--- config.mk ---
export PLATFORM = sky130hd
export DESIGN_NAME = scan_chain_ctrl
export DESIGN_NICKNAME = d
export VERILOG_FILES = /design/src/rtl/scan_chain_ctrl.sv
export SDC_FILE = /design/constraint.sdc
export NUM_CORES = 1
export LEC_CHECK = 0
export CAP_MARGIN = 20
export CORE_MARGIN = 1
export CORE_UTILIZATION = 35
export DETAILED_ROUTE_END_ITERATION = 8
export GPL_TIMING_DRIVEN = 0
export PLACE_DENSITY = 0.54
export RECOVER_POWER = 50
export SLEW_MARGIN = 0
export SYNTH_ARGS = -nofsm -noshare
export SYNTH_HDL_FRONTEND = slang
export SYNTH_SLANG_ARGS = --single-unit
--- constraint.sdc ---
create_clock -name scan_clk -period 2.5 [get_ports scan_clk]
set_input_delay 0.375 -clock scan_clk [delete_from_list [all_inputs] [get_ports scan_clk]]
set_output_delay 0.375 -clock scan_clk [all_outputs]
set_load 0.005 [all_outputs]
--- src/rtl/scan_chain_ctrl.sv ---
// scan_chain_ctrl
//   Host-side sequencer for the configuration scan chain. A request word is
//   shifted into the chain MSB first. At the same time the previous chain
//   contents are captured from scan_out and returned as the response word.
//   This lets software write a configuration and read back the old value in
//   a single transaction.
//
// Parameters
//   N      chain length in bits (must match the attached scan_chain)
//   CNT_W  shift counter width, derived from N (leave at default)
//
// Ports
//   scan_clk        clock shared with the scan chain
//   scan_rstb       asynchronous active-low reset, shared with the chain
//   req_valid/ready request handshake; req_data is the word to load
//   rsp_valid/ready response handshake; rsp_data is the previous contents
//   chain_scan_en   scan enable to the chain (registered)
//   chain_scan_in   serial data to the chain (registered, wr_sr MSB)
//   chain_scan_out  serial data from the chain
//   busy            high whenever the controller is not idle
module scan_chain_ctrl #(
  parameter int unsigned N     = 64,
  parameter int unsigned CNT_W = $clog2(N + 1)
) (
  input  logic         scan_clk,
  input  logic         scan_rstb,
  input  logic         req_valid,
  output logic         req_ready,
  input  logic [N-1:0] req_data,
  output logic         rsp_valid,
  input  logic         rsp_ready,
  output logic [N-1:0] rsp_data,
  output logic         chain_scan_en,
  output logic         chain_scan_in,
  input  logic         chain_scan_out,
  output logic         busy
);

  typedef enum logic [1:0] {
    IDLE  = 2'd0,
    SHIFT = 2'd1,
    FLUSH = 2'd2,
    RESP  = 2'd3
  } state_t;

  localparam logic [CNT_W-1:0] LAST_CNT = CNT_W'(N - 1);

  state_t             state;
  logic [CNT_W-1:0]   cnt;
  logic [N-1:0]       wr_sr;
  logic [N-1:0]       rd_sr;
  logic               scan_en_q;
  logic               rsp_valid_q;
  logic [N-1:0]       rsp_data_q;

  // The chain's scan_out flop lags its shift register by one edge. So the
  // first SHIFT edge has nothing new to capture. The final bit arrives
  // during FLUSH, one edge after the last shift.
  always_ff @(posedge scan_clk or negedge scan_rstb) begin
    if (!scan_rstb) begin
      state       <= IDLE;
      cnt         <= '0;
      wr_sr       <= '0;
      rd_sr       <= '0;
      scan_en_q   <= 1'b0;
      rsp_valid_q <= 1'b0;
      rsp_data_q  <= '0;
    end else begin
      case (state)
        IDLE: begin
          if (req_valid) begin
            wr_sr     <= req_data;
            cnt       <= '0;
            scan_en_q <= 1'b1;
            state     <= SHIFT;
          end
        end
        SHIFT: begin
          wr_sr <= {wr_sr[N-2:0], 1'b0};
          cnt   <= cnt + 1'b1;
          if (cnt != '0) begin
            rd_sr <= {rd_sr[N-2:0], chain_scan_out};
          end
          if (cnt == LAST_CNT) begin
            scan_en_q <= 1'b0;
            state     <= FLUSH;
          end
        end
        FLUSH: begin
          rd_sr       <= {rd_sr[N-2:0], chain_scan_out};
          rsp_data_q  <= {rd_sr[N-2:0], chain_scan_out};
          rsp_valid_q <= 1'b1;
          state       <= RESP;
        end
        RESP: begin
          if (rsp_ready) begin
            rsp_valid_q <= 1'b0;
            state       <= IDLE;
          end
        end
        default: state <= IDLE;
      endcase
    end
  end

  assign req_ready     = (state == IDLE);
  assign busy          = (state != IDLE);
  assign chain_scan_en = scan_en_q;
  assign chain_scan_in = wr_sr[N-1];
  assign rsp_valid     = rsp_valid_q;
  assign rsp_data      = rsp_data_q;

endmodule

==> implementation parameters <==
Parameter                              Value

Run status
  Result of the run    finished clean

CTS
  Clock root buffer    clkbuf_16
  Worst-Skew Late Latency    around 0.50 ns
  CTS clk-pin slew, worst paths    0.06 ns
  Total clock sinks    about 200
  Buffer levels on the longest clock path    3
  CTS tree    built
  Number of buffers inserted during clock tree synthesis    24
  H-tree depth    1
  Number of buffers added for setup after CTS    0

Route
  Number of violations reported at the end of detailed-routing iteration 0    between 200 and 300
  Average wire per cell in the routed design    roughly 16 um
  Total length of routed wires    17900 um
  Number of vias after detailed routing    roughly 5300
  Antenna Violating Nets Remaining    0
  Drc violations    0
  Via density per instance    about 4.7
  Drt pass-1 iters    4

Floorplan
  Io pins    approximately 140
  Core area    roughly 24000 um2
  Die footprint    around 25000 um2
  Die Width    about 160 um
  FP Rows    56
  Die Span Y    158 um
  Effective utilization at floorplan    0.360

Timing
  Tightest Pin Transition    around 1.3 ns
  Worst Hold Margin    approximately 0.48 ns
  Endpoints failing setup    0
  Maximum operating frequency    about 440 MHz
  RSZ-0062 raised after global routing    false
  Part of the cycle the worst path needs    0.919
  Worst slew slack as a fraction of its limit    0.134
  Clock skew    ~0.011 ns
  Total negative slack    0 ns
  Final hold violation count    0
  Final Max Tran Viols    0
  Fin crit period    between 2 and 2.5 ns

Global routing
  Largest net degree at the start of global routing    113
  Global-route wire length before repair    29700 um
  Global Route Usage Sum    0.149
  Remaining global-route overflow    0
  Via count of the first global-routing pass    5765
  Antenna violations before repair    0

Logic synthesis
  Avg Synthesized Cell Area    approximately 14 um2
  Proportion of netlist area held by the largest area contributor    0.595
  Distinct cell type count after synthesis    31
  Number of storage elements in the synthesis netlist    approximately 200
  Seq/Total Area, Yosys    0.595
  Total nets after synthesis    around 700
  Count of mapped cells out of synthesis    612
  Post-synthesis instance area    between 8000 and 9000 um2
  Largest area contributor in the synthesized netlist    dfrtp_1
  Leading post-synthesis cells by cell area    dfrtp_1 (59%), mux2_4 (11%), mux2_2 (8.9%), mux2i_1 (7.7%), o21ai_0 (3.9%)
  Yosys synthesis warning count    0

Setup path
  Largest driver fanout on the critical path    5
  Number of gates on the worst path with buffers counted    3
  Data required time of the worst path    2.12 ns
  Kind of start point of the critical path    flop
  Slowest Stage Delay on Critical Path    ~0.56 ns
  Logic depth of the worst register-to-register path    7
  Arrival time of the worst setup path    ~1.9 ns
  Family of cells with the greatest summed delay on the critical path    buffers and inverters
  Cells traversed along the worst timing path    inv_1, ha_1, clkdlybuf4s50_1
  Type of element capturing the critical path    output port
  Slowest-stage cell, CP    clkdlybuf4s50_1
  Category of the most critical setup path    flop to output port
  Crit path buffers/inverters    2

Pwr
  Worst IR drop on VDD    579 uV
  Leakage dissipation    between 5 and 6 nW
  Power density relative to cell area    ~650 nW/um2

Hold path
  Instance count along the most critical hold path    2
  Worst min-delay path category    flop to flop

Layout
  Ant. Diodes    0
  Number of nets in the final layout    approximately 850
  Filler cell count    between 2000 and 2500
  Share of final-layout standard cells stronger than drive strength 1    0.244
  Area delta synth->final    31.2%

Placement
  Count of input and output buffers    around 140
  Final RePlAce weighted congestion    approximately 0.7
  HPWL after detailed placement    11900 um

Job
  Total of max-cap violations    0
==> flip-flops by register name, summed over array words and instances (netlist names) <==
signal and flops:
rd_sr 63, state 2, rsp_valid 1, chain_scan_en 1, cnt 7, rsp_data 64
wr_sr 64
==> what timing repair did <==
action,4_1_cts,5_1_grt
hold endpoints to repair,90,0
hold buffers,1,0
gates resized for setup,0,3
endpoints found under the setup margin,0,11
==> cell type report <==
class | count | area, um2 | share of cell area
sequential | 202 | 5050 | 0.453
multi-input combinational | 366 | 3220 | 0.289
timing repair buffer | 139 | 1410 | 0.126
clock buffer | 33 | 686 | 0.0615
tap | 319 | 399 | 0.0358
buffer | 36 | 204 | 0.0183
clock inverter | 10 | 156 | 0.0140
inverter | 8 | 30.0 | 0.00269
==> cells by family (layout without fill, tap and decap cells) <==
kind of cell / count (synthesis) / after routing / synth area share
flip-flops: 202 / 202 / 0.595
multiplexers: 193 / 193 / 0.273
AND/OR/NAND/NOR: 89 / 89 / 0.0442
AO/OA/AOI/OAI: 75 / 75 / 0.0486
buffers and inverters: 44 / 226 / 0.0274
adder cells (fa/ha/maj): 7 / 7 / 0.0103
XOR/XNOR: 2 / 2 / 0.00206
==> worst register-to-register path: stages (launching register included) <==
cell	delay [ns]
dfrtp_1	0.41
inv_1	0.12
ha_1	0.14
buf_2	0.27
nor2_1	0.12
a41oi_4	0.52
buf_6	0.27
mux2_4	0.32
==> layout by cell type (no fill, tap or decap), types with 4 or more instances in the layout <==
cell type        instances
ha_1                     7
dlygate4sd3_1           35
clkbuf_16               25
mux2i_1                 64
inv_1                    8
buf_1                    7
clkdlybuf4s50_1        102
nand2_1                 68
bufinv_16                4
mux2_4                  61
mux2_2                  67
clkbuf_1                11
o21ai_0                 67
nand3_1                  6
buf_6                    6
nor2_1                   6
buf_2                   15
clkinv_2                 4
dfrtp_1                202
==> cells in the mapped netlist <==
cell	number
ha_1	7
and3_1	1
or3b_1	1
buf_1	7
inv_1	8
mux2_4	61
nor2b_1	1
dfrtp_1	202
a21o_1	1
buf_4	1
o31ai_1	1
nand2_1	68
buf_2	15
nand2b_1	1
o21ai_0	67
o22ai_1	1
nor4_2	1
a22o_1	1
clkbuf_1	7
xnor2_1	2
mux2_2	67
a32o_1	1
mux2i_1	65
a21oi_1	2
or4b_1	1
nor3_1	1
a41oi_4	1
nor2_1	6
or3_1	2
buf_6	6
nand3_1	6
==> layer usage <==
layer | up-vias | part of all wire | track usage
met2 | 132 | 0.46 | 0.244
met5 | - | 0 | 0
met1 | 2644 | 0.45 | 0.193
li1 | 2456 | - | -
met3 | 28 | 0.072 | 0.0413
met4 | 0 | 0.017 | 0.0379
==> final timing paths <==
check / endpoint / slack, ns / from
setup / recovery: req_ready / 0.20 / state[0]
hold / removal: wr_sr[1] / 0.48 / wr_sr[1]
setup reg to reg: rd_sr[30] / 0.21 / state[1]
hold reg to reg: wr_sr[1] / 0.48 / wr_sr[1]
max in group asynchronous: rsp_data[0] / 0.61 / scan_rstb
min in group asynchronous: wr_sr[52] / 0.70 / scan_rstb
==> report_power, final <==
part           internal [mW]  switching [mW]
registers               3.31          0.0328
logic                  0.152          0.0913
clock network           2.33            1.32
total                   5.79            1.45
==> through the flow <==
stage | setup slack [ns] | utilization | total power, mW | instances | cell area, um2
6_report | 0.202 | 0.472 | 7.24 | 1113 | 11200
5_1_grt | 0.0221 | 0.472 | 7.55 | 1113 | 11200
4_1_cts | 0.0878 | 0.472 | 7.38 | 1113 | 11200
3_5_place_dp | 0.108 | 0.436 | 3.65 | 1069 | 10300
3_3_place_gp | -7.30 | 0.435 | 3.64 | 1068 | 10300
2_1_floorplan | 0.635 | - | 3.45 | 612 | 8500
Power figures use the tool's default switching activity.
